===== config.mk =====
export PLATFORM = sky130hd
export DESIGN_NAME = payoff_accum
export DESIGN_NICKNAME = d
export VERILOG_FILES = /design/src/rtl/option_pkg.sv /design/src/rtl/payoff_unit.sv /design/src/rtl/payoff_accum.sv
export SDC_FILE = /design/constraint.sdc
export NUM_CORES = 1
export LEC_CHECK = 0
export CORE_MARGIN = 2
export CORE_UTILIZATION = 50
export CTS_CLUSTER_DIAMETER = 50
export DETAILED_ROUTE_END_ITERATION = 7
export PLACE_DENSITY = 0.73
export SLEW_MARGIN = 20
export SYNTH_ARGS = -nofsm -noshare
export SYNTH_HDL_FRONTEND = slang
export SYNTH_SLANG_ARGS = --single-unit

===== constraint.sdc =====
create_clock -name clk -period 3.6 [get_ports clk]
set_input_delay 0.54 -clock clk [delete_from_list [all_inputs] [get_ports clk]]
set_output_delay 0.54 -clock clk [all_outputs]
set_load 0.005 [all_outputs]

===== src/rtl/option_pkg.sv =====
// Shared definitions for the option-pricing payoff stage: default widths and
// the run-control state encoding used by payoff_accum.
package option_pkg;

   localparam int DW_DEF         = 12;
   localparam int DAYS_LOG2_DEF  = 4;
   localparam int PATHS_LOG2_DEF = 8;

   typedef enum logic [1:0] {
      IDLE   = 2'd0,
      RUN    = 2'd1,
      FINISH = 2'd2
   } state_t;

endpackage


===== src/rtl/payoff_unit.sv =====
// Call payoff evaluation: payoff = max(s - k, 0), itm = (s > k).
// An at-the-money path (s == k) pays nothing and is not counted in the money.
module payoff_unit #(
   parameter int DW = 12
) (
   input  logic [DW-1:0] s,
   input  logic [DW-1:0] k,
   output logic [DW-1:0] payoff,
   output logic          itm
);

   // Strict compare keeps the subtraction non-negative whenever it is used
   always_comb begin
      itm    = (s > k);
      payoff = itm ? (s - k) : '0;
   end

endmodule


===== src/rtl/payoff_accum.sv =====
// Monte Carlo payoff accumulator. Consumes DAYS beats per path, evaluates the
// call payoff at each path's last day, sums over 2^PATHS_LOG2 paths and
// reports the truncated mean plus the in-the-money path count.
// Build option: define ASIAN_AVG_EN to price an arithmetic-average Asian call
// (payoff on the mean of the path's daily prices instead of the final price).
module payoff_accum
   import option_pkg::*;
#(
   parameter int DW         = DW_DEF,
   parameter int DAYS_LOG2  = DAYS_LOG2_DEF,
   parameter int PATHS_LOG2 = PATHS_LOG2_DEF,
   parameter int ACC_W      = DW + PATHS_LOG2
) (
   input  logic                  clk,
   input  logic                  rst,
   input  logic                  start,
   input  logic [DW-1:0]         strike,
   input  logic                  path_valid,
   input  logic [DW-1:0]         path,
   output logic                  busy,
   output logic                  done,
   output logic [DW-1:0]         price,
   output logic [PATHS_LOG2:0]   itm_count
);

   state_t                state_q, state_d;
   logic [DW-1:0]         k_q;
   logic [ACC_W-1:0]      acc_q, acc_d;
   logic [DAYS_LOG2-1:0]  day_cnt_q;
   logic [PATHS_LOG2-1:0] path_cnt_q;
   logic [PATHS_LOG2:0]   itm_q, itm_d;
   logic [DW-1:0]         price_q;
   logic [PATHS_LOG2:0]   itm_count_q;
   logic                  done_q;

   logic                  beat;
   logic                  last_day;
   logic                  last_path;
   logic [DW-1:0]         s_eval;
   logic [DW-1:0]         pay;
   logic                  pay_itm;

   assign beat      = (state_q == RUN) && path_valid;
   assign last_day  = &day_cnt_q;
   assign last_path = &path_cnt_q;

`ifdef ASIAN_AVG_EN
   logic [DW+DAYS_LOG2-1:0] day_sum_q;
   logic [DW+DAYS_LOG2-1:0] day_total;

   // Running total including the current beat; its mean drives the payoff
   assign day_total = day_sum_q + {{DAYS_LOG2{1'b0}}, path};
   assign s_eval    = DW'(day_total >> DAYS_LOG2);

   // Per-path day accumulator, cleared at each path boundary and on start
   always_ff @(posedge clk or posedge rst) begin
      if (rst) begin
         day_sum_q <= '0;
      end else if ((state_q == IDLE) && start) begin
         day_sum_q <= '0;
      end else if (beat) begin
         day_sum_q <= last_day ? '0 : day_total;
      end
   end
`else
   assign s_eval = path;
`endif

   payoff_unit #(.DW(DW)) u_payoff (
      .s      (s_eval),
      .k      (k_q),
      .payoff (pay),
      .itm    (pay_itm)
   );

   assign acc_d = acc_q + {{PATHS_LOG2{1'b0}}, pay};
   assign itm_d = itm_q + {{PATHS_LOG2{1'b0}}, pay_itm};

   // State register
   always_ff @(posedge clk or posedge rst) begin
      if (rst) state_q <= IDLE;
      else     state_q <= state_d;
   end

   // Next-state logic: start only honoured in IDLE, FINISH lasts one cycle
   always_comb begin
      state_d = state_q;
      case (state_q)
         IDLE:    if (start) state_d = RUN;
         RUN:     if (beat && last_day && last_path) state_d = FINISH;
         FINISH:  state_d = IDLE;
         default: state_d = IDLE;
      endcase
   end

   // Output decode
   always_comb begin
      busy = (state_q != IDLE);
   end

   // Counters, accumulators and result registers
   always_ff @(posedge clk or posedge rst) begin
      if (rst) begin
         k_q         <= '0;
         acc_q       <= '0;
         day_cnt_q   <= '0;
         path_cnt_q  <= '0;
         itm_q       <= '0;
         price_q     <= '0;
         itm_count_q <= '0;
         done_q      <= 1'b0;
      end else begin
         done_q <= 1'b0;
         case (state_q)
            IDLE: begin
               if (start) begin
                  k_q        <= strike;
                  acc_q      <= '0;
                  day_cnt_q  <= '0;
                  path_cnt_q <= '0;
                  itm_q      <= '0;
               end
            end
            RUN: begin
               if (beat) begin
                  day_cnt_q <= day_cnt_q + 1'b1;
                  if (last_day) begin
                     acc_q      <= acc_d;
                     itm_q      <= itm_d;
                     path_cnt_q <= path_cnt_q + 1'b1;
                  end
               end
            end
            FINISH: begin
               price_q     <= DW'(acc_q >> PATHS_LOG2);
               itm_count_q <= itm_q;
               done_q      <= 1'b1;
            end
            default: ;
         endcase
      end
   end

   assign done      = done_q;
   assign price     = price_q;
   assign itm_count = itm_count_q;

endmodule


==> After elaboration in Yosys (flattened, before gate mapping) <==
Cells that the tools add are included.
{ "word_totals": {"ff_bits": 77, "inputBits": 28, "wordCells": 53} }
{ "op_classes": {"addsub": 5, "magnitude_cmp": 1, "n_eq_ne": 6, "mux": 20, "n_reduce_logical": 12} }
{ "ops": {"columns": ["op", "n"], "rows": [
  ["$mux W20", 3],
  ["$pmux W20 S2", 1],
  ["$mux W9", 3],
  ["$mux W8", 3],
  ["$add A20 B12 Y20", 1],
  ["$pmux W9 S2", 1],
  ["$pmux W8 S2", 1],
  ["$gt A12 B12 Y1", 1],
  ["$mux W12", 1],
  ["$sub A12 B12 Y12", 1],
  ["$add A9 B1 Y9", 1],
  ["$add A8 B1 Y8 const B", 1],
  ["$mux W4", 2],
  ["$pmux W4 S2", 1],
  ["$reduce_and A4 Y1", 2],
  ["$reduce_and A8 Y1", 1],
  ["$ne A2 B2 Y1 const B", 3],
  ["$add A4 B1 Y4 const B", 1],
  ["$mux W2", 2],
  ["$pmux W2 S2", 1],
  ["$reduce_and A2 Y1", 2],
  ["$reduce_bool A2 Y1", 2],
  ["$logic_and A1 B1 Y1", 3],
  ["$reduce_and A3 Y1", 1],
  ["5 further kinds", 5]
]} }

==> Logic depth before layout (Yosys ltp) <==
{ "logic_depth": {"ltp_word": 6, "depth_mapped": 16, "mapped_depth_nobuf": 15} }

==> By module <==
From an unflattened synthesis, not the netlist that was laid out.
{ "unflattened": {"cells_unflattened": 475, "area_unflattened_um2": 4505.6} }
{ "modules_own_cells": {"columns": ["mod", "n_inst", "cells_each", "area_per_inst_um2", "seq_area_each_um2"], "rows": [
  ["payoff_accum", 1, 378, 3844.9, 1926.8],
  ["payoff_unit", 1, 97, 660.6, 0.0]
]} }

==> Worst setup path after synthesis <==
OpenSTA, ideal clock, no wires.
{ "synth_timing": {"path_kind": "input-to-reg", "startpoint": "in path[0]", "endpoint": "reg acc_q[16]", "setup_time_ps": 78, "arrival_ps": 3724, "required_time_ps": 3522, "path_slack_ps": -202, "path_stages": 16, "path_buffers": 1, "path_cell_list": "inv_1 -> ha_1 -> fa_1 -> nand2b_1 -> a211oi_2 -> o32ai_1 -> a211o_2 -> buf_6 -> nor2_1 -> ha_1 -> fa_1 -> a21oi_1 -> o211ai_1 -> a31oi_1 -> or4_1 -> a21oi_1"} }
{ "synth_via": {"elab_chain_cells": 6, "elab_cells_between_ends": 7, "cone_classes": "add/sub (2); order compare (1); mux (4)"} }
{ "synth_rtl": {"columns": ["item", "line", "source"], "rows": [
  ["start: declaration", "payoff_accum.sv:19", "input logic [DW-1:0] path,"],
  ["$sub A12 B12 Y12 / $gt A12 B12 Y1 (equally long branches)", "payoff_unit.sv:15, payoff_unit.sv:14", null],
  ["$mux W12 (*)", "payoff_unit.sv:15", "payoff = itm ? (s - k) : '0;"],
  ["$add A20 B12 Y20 (*)", "payoff_accum.sv:76", "assign acc_d = acc_q + {{PATHS_LOG2{1'b0}}, pay};"],
  ["$mux W20 (*)", "payoff_accum.sv:127", "if (last_day) begin"],
  ["$mux W20 (*)", "payoff_accum.sv:125", "if (beat) begin"],
  ["$pmux W20 S2 (*)", "payoff_accum.sv:114", "case (state_q)"],
  ["end signal: assignment", "payoff_accum.sv:105", "acc_q <= '0;"],
  ["end signal: assignment", "payoff_accum.sv:118", "acc_q <= '0;"],
  ["end signal: assignment", "payoff_accum.sv:128", "acc_q <= acc_d;"],
  ["end: declaration", "payoff_accum.sv:28", "logic [ACC_W-1:0] acc_q, acc_d;"]
]} }
Every way passes the cells marked *; elsewhere a longest branch is shown, timed or not. The select of a mux whose other input is x is not followed.
A chain may end at the register's enable or synchronous reset.

==> Worst setup path after layout <==
{ "layout_timing": {"startpoint": "reg k_q[0]", "endpoint": "reg acc_q[11]"} }
{ "layout_via": {"elab_chain_cells": 6, "elab_cells_between_ends": 7, "cone_classes": "add/sub (2); order compare (1); mux (4)"} }
{ "layout_rtl": {"columns": ["item", "line", "source"], "rows": [
  ["start: declaration", "payoff_accum.sv:27", "logic [DW-1:0] k_q;"],
  ["start signal: assignment", "payoff_accum.sv:117", "k_q <= strike;"],
  ["$sub A12 B12 Y12 / $gt A12 B12 Y1 (equally long branches)", "payoff_unit.sv:15, payoff_unit.sv:14", null],
  ["$mux W12 (*)", "payoff_unit.sv:15", null],
  ["$add A20 B12 Y20 (*)", "payoff_accum.sv:76", null],
  ["$mux W20 (*)", "payoff_accum.sv:127", null],
  ["$mux W20 (*)", "payoff_accum.sv:125", null],
  ["$pmux W20 S2 (*)", "payoff_accum.sv:114", null]
]} }
Marks and branches as above.

==> flow_metrics.py <==
metrics = {
    "status": {
        "status": "complete, but fails checks",
        "violations": "negative setup slack",
    },
    "timing": {
        "fin_crit_ps": 3710,
        "setup_slack_ps": -114,
        "setup_viol": 5,
        "skew_ps": 7.10,
        "tightest_slew_ps": 1030,
        "timing.final.hold_violations": 0,
        "slew_headroom": 0.315,
        "max_freq_mhz": 269,
        "slew_violations": 0,
        "fin_crit_sh": 1.03,
        "grt_setup_unrepaired": "yes",
    },
    "setup_path": {
        "crit_fanout": 7,
        "reg2reg_to": "acc_q[11]",
        "path_cells": "ha_4 -> fa_2 -> nand2b_4 -> a211oi_4 -> o32ai_2 -> a211o_4 -> buf_6 -> buf_6 -> nor2_4 -> ha_4 -> nand2_2 -> o31a_1 -> and2_4 -> o311a_1 -> a311oi_2",
        "r2r-start": "k_q[0]",
        "critPathSlowestCell": "dfrtp_1",
        "startpoint": "k_q[0]",
        "cpPeakStageDelay_ps": 420,
        "critical_path_class": "register to register",
        "r2r_slack_ps": -110,
        "reg2regPathDepth": 15,
        "crit_arrival_ps": 4000,
        "endpoint": "acc_q[11]",
        "crit_required_ps": 3890,
        "end_kind": "register",
        "cp-start-kind": "register",
    },
    "power_and_ir_drop": {
        "cellPowerDensity_nw_per_um2": 293,
        "max-vdd-ir-drop_v": 0.000224,
        "power.total_uw": 1850,
        "leakagePower_uw": 0.00293,
    },
    "synth": {
        "netlist_top_cells_count": "dfrtp_1 (77), nand2_1 (48), o21ai_0 (37)",
        "yosys-top-cells-area": "dfrtp_1 (43%), ha_1 (7.8%), mux2_2 (5.0%)",
        "ys_types": 56,
        "synth_edf_count": 0,
        "ys_async_sr_fraction": 1.00,
        "ys_ff_latch": 77,
        "synth_compound_area_frac": 0.159,
        "yosysMostFrequentCell": "dfrtp_1",
        "ys_seq_area_frac": 0.428,
        "synthMuxAreaShare": 0.0567,
        "synthAdderAreaFrac": 0.0867,
        "synth_area_um2": 4500,
        "synth_fp_nets": 533,
        "synthSimpleGateAreaFrac": 0.186,
        "synth_cells": 475,
        "synthFlopType": "dfrtp_1",
        "synth_top_area_share": 0.428,
        "synth_top_family_by_area": "simple AND/OR/NAND/NOR gates",
        "yosysWarnings": 0,
        "synth_area_per_cell_um2": 9.48,
        "synth-xor-area-share": 0.0428,
        "yosysTopAreaCell": "dfrtp_1",
    },
    "floorplanning": {
        "die_y_um": 98.9,
        "io_pins": 51,
        "fp.coreArea_um2": 8720,
        "rows": 34,
        "chipWidth_um": 98.9,
        "initial_core_util": 0.516,
        "dieArea_um2": 9780,
    },
    "clock_network": {
        "clk_latency_ps": 370,
        "path_clk_slew_ps": 90,
        "htree_levels": 3,
        "cts_root_buf": "clkbuf_8",
        "clock-sinks": 77,
        "cts_tree": "built",
        "clockBufferDepth": 2,
        "cts_buffers": 9,
    },
    "placed_design": {
        "place_area_um2": 5620,
        "dp.final_hpwl_mm": 7.12,
        "portBuffers": 50,
        "gp_congestion": 0.893,
    },
    "route": {
        "drtAntennaViolNets": 0,
        "via_per_inst": 5.79,
        "wire_per_inst_um": 16.0,
        "totalWireLength_mm": 11.5,
        "dr_total_vias": 4159,
        "drc": 0,
        "firstDrtPassIters": 5,
        "drt-initial-drc-count": 204,
    },
    "grt": {
        "overflow": 0,
        "grt_use_total": 0.219,
        "antenna_found_initial": 0,
        "grt_max_degree": 78,
        "grt_pass1_vias": 4077,
        "grt_pass1_wl_mm": 17.9,
    },
    "job": {
        "drv_cap": 0,
    },
    "min_path": {
        "min_from": "price[8]",
        "min-delay-path-class": "register to register",
    },
    "final_layout": {
        "area_growth_pct": 40.0,
        "num-nets-final": 663,
        "multi_input_area_um2": 2730,
        "final-seq-area_um2": 1930,
        "antenna_cells": 0,
        "drive_above_1_share": 0.300,
        "postLayoutCellArea_um2": 6300,
        "fillers": 590,
    },
}
[state kept, by name, indices dropped and copies added (netlist names)]
name	count
acc_q	20
k_q	12
price	12
itm_count	9
itm_q	9
path_cnt_q	8
day_cnt_q	4
state_q	2
done	1
[stage by stage]
stage / util / std cells / setup TNS [ps] / setup slack, ps / hold slack, ps
after global placement: 0.645 / 681 / -11600 / -845 / 470
after CTS: 0.692 / 709 / -857 / -133 / 511
after global routing: 0.723 / 718 / -1960 / -234 / 534
final: 0.723 / 718 / -236 / -114 / 509
after floorplan: - / 475 / -100 / -90.6 / 473
after detailed placement: 0.645 / 681 / -13250 / -925 / 485
[cells in the final DEF (no fill, tap or decap), types with 20 or more instances in the layout]
master           count
dfrtp_1             77
buf_4               74
clkdlybuf4s50_1     48
nand2_1             46
o21ai_0             34
inv_1               27
nor2_1              25
nand3_1             25
ha_1                21
mux2_2              20
[kinds of logic (layout without fill, tap and decap cells)]
| logic type | Yosys count | in the layout |
|---|---|---|
| multiplexers | 23 | 23 |
| AND/OR/NAND/NOR | 165 | 165 |
| flip-flops | 77 | 77 |
| XOR/XNOR | 22 | 22 |
| adder cells (fa/ha/maj) | 30 | 30 |
| AO/OA/AOI/OAI | 112 | 112 |
| buffers and inverters | 46 | 181 |
[power breakdown]
part	total, uW	switching [uW]	internal, uW
Clock	660	379	281
Sequential	928	31.6	896
Combinational	257	125	132
Total	1850	536	1310
[worst min path at each step]
stage / to / slack (ps) / depth (start not counted)
after floorplan: price[4] / 470 / 2
after global placement: price[4] / 470 / 2
after detailed placement: price[4] / 490 / 2
after CTS: price[4] / 510 / 2
after global routing: itm_count[1] / 530 / 1
final: price[8] / 510 / 1
[layout make-up]
type / instances / area share
Multi-Input combinational cell: 352 / 0.434
Sequential cell: 77 / 0.306
Timing Repair Buffer: 136 / 0.189
Clock buffer: 10 / 0.0218
Tap cell: 108 / 0.0214
Inverter: 29 / 0.0193
Clock inverter: 6 / 0.00854
[what timing repair did]
action / 4_1_cts / 5_1_grt
hold buffers: 0 / 0
pin swaps: 24 / 25
gates cloned: 0 / 0
gates resized for setup: 35 / 37
buffers inserted: 12 / 9
endpoints found under the setup margin: 16 / 15
[routing by layer]
layer	global-route usage	wire length [um]	vias up
met2	0.374	5870	101
met4	0.0790	226	0
li1	-	-	1968
met1	0.284	4960	2064
met3	0.0284	412	26
met5	0	0	-
[worst max-delay path: cells and delay by family, from the launching register on]
kind | cells | cell delay [ps]
compound gates | 6 | 1730
fa+ha+maj | 3 | 660
buf+inv | 2 | 270
flops | 1 | 420
simple gates | 4 | 530
Note: power is estimated with default switching activity, not from simulation.
